===== src/rtl/rv_pkg.sv =====
// Shared RV32I/RV64I decode definitions: opcodes, funct7 values, immediate formats
// and the per-instruction control-flag bundle.
package rv_pkg;

  localparam logic [6:0] OP_LOAD   = 7'b0000011;
  localparam logic [6:0] OP_MEM    = 7'b0001111;
  localparam logic [6:0] OP_IMM    = 7'b0010011;
  localparam logic [6:0] OP_AUIPC  = 7'b0010111;
  localparam logic [6:0] OP_IMM_32 = 7'b0011011;
  localparam logic [6:0] OP_STORE  = 7'b0100011;
  localparam logic [6:0] OP_OP     = 7'b0110011;
  localparam logic [6:0] OP_LUI    = 7'b0110111;
  localparam logic [6:0] OP_32     = 7'b0111011;
  localparam logic [6:0] OP_BRANCH = 7'b1100011;
  localparam logic [6:0] OP_JALR   = 7'b1100111;
  localparam logic [6:0] OP_JAL    = 7'b1101111;
  localparam logic [6:0] OP_SYS    = 7'b1110011;

  localparam logic [6:0] FUN7_BASE = 7'b0000000;
  localparam logic [6:0] FUN7_ALT  = 7'b0100000;
  // RV64 shifts use a 6-bit shamt, so only instr[31:26] carries the funct field
  localparam logic [5:0] FUN6_BASE = 6'b000000;
  localparam logic [5:0] FUN6_ALT  = 6'b010000;

  typedef enum logic [2:0] {
    FMT_NONE,
    FMT_I,
    FMT_S,
    FMT_B,
    FMT_U,
    FMT_J
  } imm_fmt_e;

  typedef struct packed {
    logic reg_write;
    logic use_rs1;
    logic use_rs2;
    logic is_load;
    logic is_store;
    logic is_branch;
    logic is_jump;
    logic is_sys;
    logic word_op;
    logic illegal;
  } ctl_t;

endpackage


===== src/rtl/rv_imm_gen.sv =====
// Immediate generator: builds the sign-extended XLEN immediate for an instruction format.
// Latency: purely combinational.
// Backpressure: none, no state.
module rv_imm_gen
  import rv_pkg::*;
#(
  parameter int XLEN = 32
) (
  input  logic [31:0]     instr,
  input  imm_fmt_e        fmt,
  output logic [XLEN-1:0] imm
);

  // Upper bits are filled with the sign first, then the low field is overlaid,
  // which works unchanged for both XLEN=32 and XLEN=64.
  always_comb begin
    imm = '0;
    case (fmt)
      FMT_I: begin
        imm        = {XLEN{instr[31]}};
        imm[11:0]  = instr[31:20];
      end
      FMT_S: begin
        imm        = {XLEN{instr[31]}};
        imm[11:0]  = {instr[31:25], instr[11:7]};
      end
      FMT_B: begin
        imm        = {XLEN{instr[31]}};
        imm[12:0]  = {instr[31], instr[7], instr[30:25], instr[11:8], 1'b0};
      end
      FMT_U: begin
        imm        = {XLEN{instr[31]}};
        imm[31:0]  = {instr[31:12], 12'b0};
      end
      FMT_J: begin
        imm        = {XLEN{instr[31]}};
        imm[20:0]  = {instr[31], instr[19:12], instr[20], instr[30:21], 1'b0};
      end
      default: imm = '0;
    endcase
  end

endmodule


===== src/rtl/rv_decode_stage.sv =====
// RV32I/RV64I decode pipeline stage; DECODE_SKID_EN adds a one-entry skid buffer.
// Latency: 1 cycle from accept to out_valid, one instruction per cycle.
// Backpressure: in_ready = !flush && (!out_valid || out_ready); with skid, in_ready = !skid_full (registered).
module rv_decode_stage
  import rv_pkg::*;
#(
  parameter int XLEN = 32,
  parameter int PC_W = 32
) (
  input  logic            clk,
  input  logic            rst,
  input  logic            flush,
  input  logic            in_valid,
  output logic            in_ready,
  input  logic [31:0]     in_instr,
  input  logic [PC_W-1:0] in_pc,
  output logic            out_valid,
  input  logic            out_ready,
  output logic [PC_W-1:0] out_pc,
  output logic [6:0]      out_opcode,
  output logic [4:0]      out_rd,
  output logic [4:0]      out_rs1,
  output logic [4:0]      out_rs2,
  output logic [2:0]      out_fun3,
  output logic [6:0]      out_fun7,
  output logic [XLEN-1:0] out_imm,
  output logic            out_reg_write,
  output logic            out_use_rs1,
  output logic            out_use_rs2,
  output logic            out_is_load,
  output logic            out_is_store,
  output logic            out_is_branch,
  output logic            out_is_jump,
  output logic            out_is_sys,
  output logic            out_word_op,
  output logic            out_illegal
);

  localparam bit RV64 = (XLEN == 64);

  typedef struct packed {
    logic [PC_W-1:0] pc;
    logic [31:0]     instr;
    logic [XLEN-1:0] imm;
    ctl_t            ctl;
  } bundle_t;

  logic [6:0]      op;
  logic [2:0]      f3;
  logic [6:0]      f7;
  logic            known;
  logic            bad;
  logic            writes;
  logic            rtype_bad;
  imm_fmt_e        fmt;
  ctl_t            ctl;
  logic [XLEN-1:0] imm;
  bundle_t         in_b;
  bundle_t         out_q;
  logic            accept;

  assign op = in_instr[6:0];
  assign f3 = in_instr[14:12];
  assign f7 = in_instr[31:25];

  assign rtype_bad = ((f7 != FUN7_BASE) && (f7 != FUN7_ALT)) ||
                     ((f7 == FUN7_ALT) && (f3 != 3'b000) && (f3 != 3'b101));

  always_comb begin
    fmt    = FMT_NONE;
    ctl    = '0;
    known  = 1'b1;
    bad    = 1'b0;
    writes = 1'b0;
    case (op)
      OP_LUI, OP_AUIPC: begin
        fmt    = FMT_U;
        writes = 1'b1;
      end
      OP_JAL: begin
        fmt         = FMT_J;
        writes      = 1'b1;
        ctl.is_jump = 1'b1;
      end
      OP_JALR: begin
        fmt         = FMT_I;
        writes      = 1'b1;
        ctl.is_jump = 1'b1;
        ctl.use_rs1 = 1'b1;
      end
      OP_BRANCH: begin
        fmt           = FMT_B;
        ctl.is_branch = 1'b1;
        ctl.use_rs1   = 1'b1;
        ctl.use_rs2   = 1'b1;
        bad           = (f3[2:1] == 2'b01);
      end
      OP_LOAD: begin
        fmt         = FMT_I;
        writes      = 1'b1;
        ctl.is_load = 1'b1;
        ctl.use_rs1 = 1'b1;
        bad         = (f3 == 3'b111) || (!RV64 && (f3 == 3'b011));
      end
      OP_STORE: begin
        fmt          = FMT_S;
        ctl.is_store = 1'b1;
        ctl.use_rs1  = 1'b1;
        ctl.use_rs2  = 1'b1;
        bad          = RV64 ? (f3 >= 3'b100) : (f3 >= 3'b011);
      end
      OP_IMM: begin
        fmt         = FMT_I;
        writes      = 1'b1;
        ctl.use_rs1 = 1'b1;
        if ((f3 == 3'b001) || (f3 == 3'b101)) begin
          bad = RV64 ? !((in_instr[31:26] == FUN6_BASE) || (in_instr[31:26] == FUN6_ALT))
                     : !((f7 == FUN7_BASE) || (f7 == FUN7_ALT));
        end
      end
      OP_IMM_32: begin
        if (RV64) begin
          fmt         = FMT_I;
          writes      = 1'b1;
          ctl.use_rs1 = 1'b1;
          ctl.word_op = 1'b1;
        end else begin
          known = 1'b0;
        end
      end
      OP_OP: begin
        writes      = 1'b1;
        ctl.use_rs1 = 1'b1;
        ctl.use_rs2 = 1'b1;
        bad         = rtype_bad;
      end
      OP_32: begin
        if (RV64) begin
          writes      = 1'b1;
          ctl.use_rs1 = 1'b1;
          ctl.use_rs2 = 1'b1;
          ctl.word_op = 1'b1;
          bad         = rtype_bad;
        end else begin
          known = 1'b0;
        end
      end
      OP_MEM, OP_SYS: ctl.is_sys = 1'b1;
      default: known = 1'b0;
    endcase

    ctl.illegal   = !known || bad || (in_instr[1:0] != 2'b11);
    ctl.reg_write = writes && (in_instr[11:7] != 5'd0);
    // Illegal words travel down the pipe but must not trigger any side effects
    if (ctl.illegal) begin
      ctl         = '0;
      ctl.illegal = 1'b1;
    end
  end

  rv_imm_gen #(.XLEN(XLEN)) u_imm_gen (
    .instr (in_instr),
    .fmt   (fmt),
    .imm   (imm)
  );

  assign in_b   = '{pc: in_pc, instr: in_instr, imm: imm, ctl: ctl};
  assign accept = in_valid && in_ready;

`ifdef DECODE_SKID_EN
  bundle_t skid_q;
  logic    skid_full;

  assign in_ready = !skid_full;

  always_ff @(posedge clk) begin
    if (rst) begin
      out_valid <= 1'b0;
      out_q     <= '0;
      skid_full <= 1'b0;
      skid_q    <= '0;
    end else if (flush) begin
      out_valid <= 1'b0;
      skid_full <= 1'b0;
    end else if (!out_valid || out_ready) begin
      // Output slot frees up: older skid entry goes first
      if (skid_full) begin
        out_q     <= skid_q;
        out_valid <= 1'b1;
        skid_full <= 1'b0;
      end else if (accept) begin
        out_q     <= in_b;
        out_valid <= 1'b1;
      end else begin
        out_valid <= 1'b0;
      end
    end else if (accept) begin
      skid_q    <= in_b;
      skid_full <= 1'b1;
    end
  end
`else
  assign in_ready = !flush && (!out_valid || out_ready);

  always_ff @(posedge clk) begin
    if (rst) begin
      out_valid <= 1'b0;
      out_q     <= '0;
    end else if (flush) begin
      out_valid <= 1'b0;
    end else if (accept) begin
      out_q     <= in_b;
      out_valid <= 1'b1;
    end else if (out_ready) begin
      out_valid <= 1'b0;
    end
  end
`endif

  assign out_pc        = out_q.pc;
  assign out_opcode    = out_q.instr[6:0];
  assign out_rd        = out_q.instr[11:7];
  assign out_rs1       = out_q.instr[19:15];
  assign out_rs2       = out_q.instr[24:20];
  assign out_fun3      = out_q.instr[14:12];
  assign out_fun7      = out_q.instr[31:25];
  assign out_imm       = out_q.imm;
  assign out_reg_write = out_q.ctl.reg_write;
  assign out_use_rs1   = out_q.ctl.use_rs1;
  assign out_use_rs2   = out_q.ctl.use_rs2;
  assign out_is_load   = out_q.ctl.is_load;
  assign out_is_store  = out_q.ctl.is_store;
  assign out_is_branch = out_q.ctl.is_branch;
  assign out_is_jump   = out_q.ctl.is_jump;
  assign out_is_sys    = out_q.ctl.is_sys;
  assign out_word_op   = out_q.ctl.word_op;
  assign out_illegal   = out_q.ctl.illegal;

endmodule

===== config.mk =====
export PLATFORM = sky130hd
export DESIGN_NAME = rv_decode_stage
export DESIGN_NICKNAME = d
export VERILOG_FILES = /design/src/rtl/rv_pkg.sv /design/src/rtl/rv_imm_gen.sv /design/src/rtl/rv_decode_stage.sv
export SDC_FILE = /design/constraint.sdc
export NUM_CORES = 1
export LEC_CHECK = 0
export BUFFER_PORTS_ARGS = -buffer_cell sky130_fd_sc_hd__clkbuf_2
export CORE_MARGIN = 1
export CORE_UTILIZATION = 40
export DETAILED_ROUTE_END_ITERATION = 16
export PLACE_DENSITY_LB_ADDON = 0.12
export SYNTH_ARGS = -nofsm -noshare
export SYNTH_HDL_FRONTEND = slang
export SYNTH_SLANG_ARGS = --single-unit

===== constraint.sdc =====
create_clock -name clk -period 3.49 [get_ports clk]
set_clock_uncertainty 0.15 [all_clocks]
set_input_delay 0.698 -clock clk [delete_from_list [all_inputs] [get_ports clk]]
set_output_delay 0.698 -clock clk [all_outputs]
set_load 0.1 [all_outputs]

==> impl_metrics.yaml, run 1 <==
clock_tree:
  clock_sinks: 106
  cts_resized: 0
  numCtsBuffers: 9
  root_buffer: "clkbuf_8"
  hold_buffers: 0
  cts_tree: "built"
  clkSlewWorstSetupHoldPaths_ns: 0.10
  htree_levels: 3
  ctsLongestPathBuffers: 2
  clk_latency_ns: 0.37
  cts_setup_buffers: 0
route:
  drtIter0Drc: 361
  wl_per_cell_um: 14.9
  drc: 0
  via_count: 4204
  dr.pass1.iters: 5
  ant_nets: 0
  vias_per_cell: 5.11
  routed_wl_um: 12200
critical_path:
  crit_chain: "clkbuf_2 -> and4b_1 -> a31oi_1 -> nor2_1 -> a21oi_1 -> o21ai_0"
  endpoint_kind: "flop"
  cp_num_cells: 6
  crit-reg2reg-launch: "out_valid"
  path_max_fanout: 19
  path_delay_family: "simple AND/OR/NAND/NOR gates"
  r2r-end: "out_rd[1]"
  required_ns: 3.64
  rrSetupSlack_ns: 1.50
  crit_arrival_ns: 2.42
  slowest_stage: "nor2_1"
  reg2reg_depth: 6
  path_buf_inv: 1
  slowest_delay_ns: 0.62
  critPathKind: "input port to flop"
  startpoint_type: "input port"
sta:
  rsz0062_at_grt: "false"
  setup_viol: 0
  worstMarginPinSlew_ns: 0.767
  post-route-min-period_ns: 2.27
  max_freq_ghz: 0.441
  post-route-period-util_pct: 64.9
  fin_ws_ns: 1.22
  slew_violations: 0
  tns_ns: 0
  relSlewSlack_pct: 48.7
  worst_hold_slack_ns: 0.308
  final_hold_viol_count: 0
pwr:
  powerDensity_nw_per_um2: 486
  ir_worst_vdd_mv: 0.245
  leakage_nw: 2.25
synth:
  synth_top_area_share_pct: 51.2
  yosys-top-cells-area: "dfxtp_1 51%, nand2_1 14%, a21oi_1 12%"
  synth_area_leader_cell: "dfxtp_1"
  synth_area_um2: 4140
  synth_warnings: 0
  syn_inst: 532
  synth_most_common_cell: "nand2_1"
  synth_common_cells: "159 x nand2_1, 106 x dfxtp_1, 96 x a21oi_1"
  synth_edf_count: 0
  ys_seq_area_share_pct: 51.2
  ys.flop_type: "dfxtp_1"
  syn_nets: 601
  syn_avg_cell_area_um2: 7.79
  synth.distinct_cells: 44
  async_reset_ff_share_pct: 0
  synth_seq_cells: 106
floorplanning:
  num_io_pins: 177
  fp.dieW_um: 104
  die_area_um2: 10800
  initial_core_util_pct: 41.8
  rows: 36
  die_y_um: 104
  core_um2: 9910
run_status:
  outcome: "completed"
placed_design:
  place_ws_ns: 0.885
  port_buffers: 175
  gp_congestion: 0.861
  dp_hpwl_um: 8790
flow_run:
  cap_viol_max_count: 0
finish:
  fillers: 1008
  finalNetCount: 754
  n_antenna_cell: 0
  drive_above_1_share_pct: 30.0
  syn2layout_area_growth_pct: 28.0
min_path:
  worstHoldPathCells: 2
  min_from: "out_pc[3]"
  hold_end: "out_pc[3]"
  hold_path.class: "flop to flop"
global_route:
  antenna_found_initial: 0
  grt_pass1_wl_um: 19200
  grt_pass1_vias: 3762
  grt_max_degree: 52
  overflow: 0
  grt_usage_pct: 22.4
cells in the final DEF, fill, tap and decap left out, types with 4 or more instances in the layout:
cell type  netlist  final
nor3_1           9      9
nand2_1        159    159
o21ai_0         23     23
dfxtp_1        106    106
a22oi_1         11     11
nand2b_1         6      6
clkbuf_2         0    174
nand3_1          5      4
nor2b_1          4      4
a21oi_1         96     96
buf_4            1      9
nor2_1          24     23
clkbuf_8         0     10
through the flow:
step	total power [mW]	instance area [µm²]	util, %	cells
after floorplan	1.70	4140	-	532
after global placement	1.82	5100	51.5	807
after detailed placement	1.82	5100	51.5	807
after CTS	2.60	5300	53.5	823
after global routing	2.68	5300	53.5	823
final	2.57	5300	53.5	823
layout make-up:
| cell class | count | area, µm² | area share, % |
|---|---|---|---|
| clock buffers | 10 | 138 | 2.60 |
| well taps | 133 | 166 | 3.14 |
| inverters | 3 | 11.3 | 0.212 |
| multi-input cells | 381 | 1860 | 35.0 |
| flip-flops and latches | 106 | 2120 | 40.0 |
| repair buffers | 184 | 943 | 17.8 |
| clock inverters | 6 | 65.1 | 1.23 |
worst max-delay path by stage:
stage / slack [ns] / from / endpoint
final: 1.22 / in_instr[6] / out_imm[29]
after global routing: 1.08 / in_instr[6] / out_imm[23]
after CTS: 1.22 / out_valid / in_ready
after detailed placement: 0.88 / in_instr[6] / out_imm[11]
after global placement: 0.86 / in_instr[27] / out_illegal
after floorplan: 0.46 / out_valid / in_ready
state kept, by name, indices dropped and copies added (netlist names), 3 cells and up:
name        cells
out_fun3        3
out_rd          5
out_imm        32
out_fun7        7
out_rs1         5
out_pc         32
out_opcode      7
out_rs2         5
kinds of logic after synthesis:
group                  after synthesis  share of synthesized area [%]
and+or+nand+nor                    228                           23.8
AOI/OAI and AO/OA                  152                           20.5
DFF                                106                           51.2
buffers and inverters               45                           4.35
other                                1                         0.0905
layer usage:
layer  GRT usage (%)  vias up  routed length [µm]
met5               0        -                   0
met4            6.94        0                 198
met3            6.42       19                 854
met2            35.9      150                5630
met1            29.2     1931                5550
li1                -     2104                   -
where the power goes:
| part | leakage (nW) | internal [mW] | switching [mW] |
|---|---|---|---|
| Sequential | 0.862 | 1.25 | 0.0177 |
| Combinational | 1.29 | 0.0980 | 0.432 |
| Clock | 0.103 | 0.353 | 0.428 |
worst reg2reg max path: stages, from the launching register on:
cell	delay (ns)
dfxtp_1	0.37
nand2b_1	0.11
nand3_4	0.19
buf_4	0.36
buf_4	0.47
nand2_1	0.13
a21oi_1	0.14
(Power assumes the default switching activity.)
==> run 2: changes to the inputs <==
clock period = 2 ns   (was 3.49 ns; I/O delays follow)
==> run 2 against run 1 <==
Net effect:
- critical path depth grew 1
- cell area grew 5.9%
- power grew 84%
- global-route usage grew 1.0 points
- wire length grew 3.6%
- combinational power grew 85%
- clock power grew 97%
- critical path type unchanged
- critical endpoint is now out_imm[15]
==> impl_metrics.yaml, run 2 (same netlist as run 1, synthesis figures left out) <==
run_status:
  outcome: "completed"
global_route:
  grt_usage_pct: 23.5
  grt_pass1_wl_um: 20300
  antenna_found_initial: 0
  grt_pass1_vias: 4113
  grt_max_degree: 67
  overflow: 0
placed_design:
  place_area_um2: 5380
  port_buffers: 175
  gp_congestion: 0.920
  place_ws_ns: -0.143
  dp_hpwl_um: 9400
  dp.cells: 840
pwr:
  p_total_mw: 4.73
  powerDensity_nw_per_um2: 843
  leakage_nw: 2.44
  ir_worst_vdd_mv: 0.462
clock_tree:
  clk_latency_ns: 0.36
  cts_setup_buffers: 0
  htree_levels: 3
  numCtsBuffers: 9
  cts_resized: 0
  root_buffer: "clkbuf_8"
  clock_sinks: 106
  cts_tree: "built"
  ctsLongestPathBuffers: 2
  clkSlewWorstSetupHoldPaths_ns: 0.09
  hold_buffers: 0
critical_path:
  path_max_fanout: 12
  slowest_stage: "nor2_1"
  path_buf_inv: 2
  rrSetupSlack_ns: 0.24
  startpoint_type: "input port"
  required_ns: 2.13
  path_delay_family: "simple AND/OR/NAND/NOR gates"
  endpoint_kind: "flop"
  crit_chain: "clkbuf_2 -> and3b_2 -> buf_4 -> a21oi_1 -> nor2_1 -> a21oi_1 -> o21ai_0"
  critPathKind: "input port to flop"
  crit_arrival_ns: 1.97
  crit_path_frequent_cell: "a21oi_1"
  slowest_delay_ns: 0.55
finish:
  final_cell_mix: "173 x clkbuf_2, 159 x nand2_1, 105 x dfxtp_1, 96 x a21oi_1, 41 x buf_4"
  finalNetCount: 787
  final_util_pct: 56.6
  final_common_cell: "clkbuf_2"
  drive_above_1_share_pct: 33.2
  syn2layout_area_growth_pct: 35.5
  final_cells: 855
  stdcell_area_um2: 5610
  n_antenna_cell: 0
  fillers: 979
floorplanning:
  core_um2: 9910
  num_io_pins: 177
  fp.dieW_um: 104
  initial_core_util_pct: 41.8
  die_area_um2: 10800
  rows: 36
  die_y_um: 104
route:
  dr.pass1.iters: 5
  ant_nets: 0
  via_count: 4311
  vias_per_cell: 5.04
  drtIter0Drc: 280
  wl_per_cell_um: 14.8
  routed_wl_um: 12700
  drc: 0
sta:
  worstMarginPinSlew_ns: 0.753
  fin_ws_ns: 0.166
  final_hold_viol_count: 0
  post-route-min-period_ns: 1.83
  worst_hold_slack_ns: 0.0861
  setup_viol: 0
  post-route-period-util_pct: 91.7
  slew_violations: 0
  tns_ns: 0
  relSlewSlack_pct: 49.6
  rsz0062_at_grt: "false"
  max_freq_ghz: 0.545
min_path:
  hold_path.class: "input port to flop"
flow_run:
  cap_viol_max_count: 0
-- run 2: worst paths after layout --
kind | cells past startpoint | to | from
worst max-delay path | 7 | out_imm[15] | in_instr[6]
worst min-delay path | 2 | out_valid | flush
worst max register to register | 5 | out_imm[9] | out_valid
worst min register to register | 2 | out_pc[15] | out_pc[15]
-- run 2: cell type report --
cell class                 instances  area [µm²]  area share (%)
timing repair buffer             217        1220            21.7
multi-input combinational        381        1860            33.1
sequential                       106        2130            37.9
inverter                           3        11.3           0.201
clock inverter                     5         104            1.85
clock buffer                      10         128            2.27
tap                              133         166            2.96
-- run 2: power by group --
part,internal [mW],switching [mW],total [mW],leakage [nW]
logic,0.217,0.766,0.983,1.46
registers,2.17,0.0323,2.21,0.862
clock network,0.826,0.718,1.54,0.116
total,3.22,1.52,4.73,2.44
-- run 2: per-layer routing --
layer	vias to the layer above	global-route usage [%]	wire (µm)
met5	-	0	0
met4	0	6.84	111
met3	10	5.79	865
met2	144	38.9	6000
met1	1988	30.2	5690
li1	2169	-	-
==> run 3: changes to the inputs <==
--- a/config.mk
+++ b/config.mk
@@ -11,3 +11,3 @@
 export DETAILED_ROUTE_END_ITERATION = 16
-export PLACE_DENSITY_LB_ADDON = 0.12
+export PLACE_DENSITY_LB_ADDON = 0.25
 export SYNTH_ARGS = -nofsm -noshare
==> constraint.sdc (replaced) <==
create_clock -name clk -period 2 [get_ports clk]
set_clock_uncertainty 0.15 [all_clocks]
set_input_delay 0 -clock clk [delete_from_list [all_inputs] [get_ports clk]]
set_output_delay 0 -clock clk [all_outputs]
set_load 0.1 [all_outputs]
==> run 3 against run 2 <==
Net effect:
- wire length grew 6.9%
- clock power shrank 23%
- power shrank 6.0%
- combinational power grew 8%
- first-iteration DRC count shrank 5.4%
- sequential cell count is the same
- critical endpoint is now out_imm[12]
- largest cell class unchanged
==> impl_metrics.yaml, run 3 (same netlist as run 1, synthesis figures left out) <==
run_status:
  outcome: "completed"
critical_path:
  r2r-end: "out_pc[0]"
  crit_arrival_ns: 2.05
  slowest_stage: "dlygate4sd3_1"
  rrSetupSlack_ns: 0.10
  critPathKind: "input port to flop"
  crit-reg2reg-launch: "out_valid"
  slowest_delay_ns: 0.54
  path_max_fanout: 23
  reg2reg_depth: 6
  required_ns: 2.13
  crit_chain: "dlygate4sd3_1 -> clkbuf_4 -> and3b_2 -> o21ai_1 -> a2111o_1 -> buf_4 -> o21ai_0"
  startpoint_type: "input port"
  endpoint_kind: "flop"
placed_design:
  dp_hpwl_um: 9110
  port_buffers: 175
  place_ws_ns: 0.142
  gp_congestion: 0.946
  place_area_um2: 5170
finish:
  syn2layout_area_growth_pct: 46.3
  seqCellArea_um2: 2130
  final_cell_mix: "172 x clkbuf_2, 159 x nand2_1, 105 x dfxtp_1, 96 x a21oi_1, 69 x dlygate4sd3_1"
  n_antenna_cell: 0
  finalNetCount: 831
  fillers: 917
  multi_input_area_um2: 1880
  final_common_cell: "clkbuf_2"
  stdcell_area_um2: 6060
  drive_above_1_share_pct: 28.6
min_path:
  hold_end: "out_illegal"
  min_from: "in_instr[3]"
  hold_path.class: "input port to flop"
  worstHoldPathCells: 3
sta:
  max_freq_ghz: 0.521
  setup_viol: 0
  slew_violations: 0
  post-route-period-util_pct: 95.9
  relSlewSlack_pct: 61.8
  rsz0062_at_grt: "false"
  post-route-min-period_ns: 1.92
  fin_ws_ns: 0.0821
  final_hold_viol_count: 0
  tns_ns: 0
  worstMarginPinSlew_ns: 0.576
global_route:
  antenna_found_initial: 0
  overflow: 0
  grt_max_degree: 55
  grt_pass1_wl_um: 21800
  grt_usage_pct: 25.0
  grt_pass1_vias: 4459
clock_tree:
  cts_tree: "built"
  htree_levels: 3
  clkSlewWorstSetupHoldPaths_ns: 0.10
  ctsLongestPathBuffers: 2
  clock_sinks: 106
  numCtsBuffers: 9
  cts_setup_buffers: 0
  root_buffer: "clkbuf_8"
  clk_latency_ns: 0.35
floorplanning:
  die_y_um: 104
  fp.dieW_um: 104
  initial_core_util_pct: 41.8
  rows: 36
  die_area_um2: 10800
  core_um2: 9910
  num_io_pins: 177
pwr:
  powerDensity_nw_per_um2: 733
  p_int_mw: 2.91
  ir_worst_vdd_mv: 0.388
  p_sw_mw: 1.54
  leakage_nw: 2.58
  clockPowerShare_pct: 26.6
  seqPwrFrac_pct: 49.6
  switching_share_pct: 34.6
  p_total_mw: 4.45
  p_comb_share_pct: 23.7
route:
  ant_nets: 0
  wl_per_cell_um: 15.0
  routed_wl_um: 13500
  drtIter0Drc: 265
  vias_per_cell: 5.15
  dr.pass1.iters: 5
  drc: 0
  via_count: 4636
flow_run:
  cap_viol_max_count: 0
## run 3: worst max-delay path by stage
stage / startpoint / end
2_1_floorplan: out_valid / out_imm[12]
3_3_place_gp: out_valid / out_imm[7]
3_5_place_dp: in_instr[27] / out_illegal
4_1_cts: in_instr[2] / out_imm[10]
5_1_grt: in_instr[4] / out_imm[12]
6_report: in_instr[4] / out_imm[12]
## run 3: cell type report
| cell class | count | share of cell area [%] |
|---|---|---|
| Clock buffer | 11 | 2.17 |
| Clock inverter | 5 | 0.640 |
| Inverter | 3 | 0.186 |
| Multi-Input combinational cell | 381 | 31.0 |
| Sequential cell | 106 | 35.1 |
| Tap cell | 133 | 2.75 |
| Timing Repair Buffer | 261 | 28.2 |
## run 3: stage by stage
stage / utilization [%] / std cells / hold slack [ns]
after floorplan: - / 532 / -0.0806
after global placement: 52.1 / 815 / 0.0550
after detailed placement: 52.1 / 815 / 0.0608
after CTS: 60.8 / 900 / 0.00909
after global routing: 61.2 / 900 / 0.0743
final: 61.2 / 900 / 0.0625
## run 3: timing repair
item / CTS / global route
setup endpoints to repair: 0 / 27
resized for setup: 0 / 12
hold buffers: 69 / 0
hold endpoints to repair: 98 / 0
## run 3: per-layer routing
metal / GRT usage, % / vias to the layer above / part of all wire (%)
li1: - / 2259 / -
met1: 30.1 / 2151 / 41
met2: 43.2 / 186 / 50
met3: 3.78 / 40 / 5.5
met4: 12.7 / 0 / 3.5
met5: 0 / - / 0
## run 3: worst max-delay path: cells and delay by family
family | cells | cell delay, ns
and+or+nand+nor | 1 | 0.31
buffers and inverters | 3 | 0.96
AOI/OAI and AO/OA | 3 | 0.76
## run 3: power groups by stage
stage               logic (mW)  clock network [mW]  registers (mW)
floorplan                0.245                   0            2.72
global placement         0.924                   0            2.25
detailed placement       0.933                   0            2.26
CTS                       1.04                1.22            2.21
global route              1.11                1.30            2.22
finish                    1.06                1.18            2.21
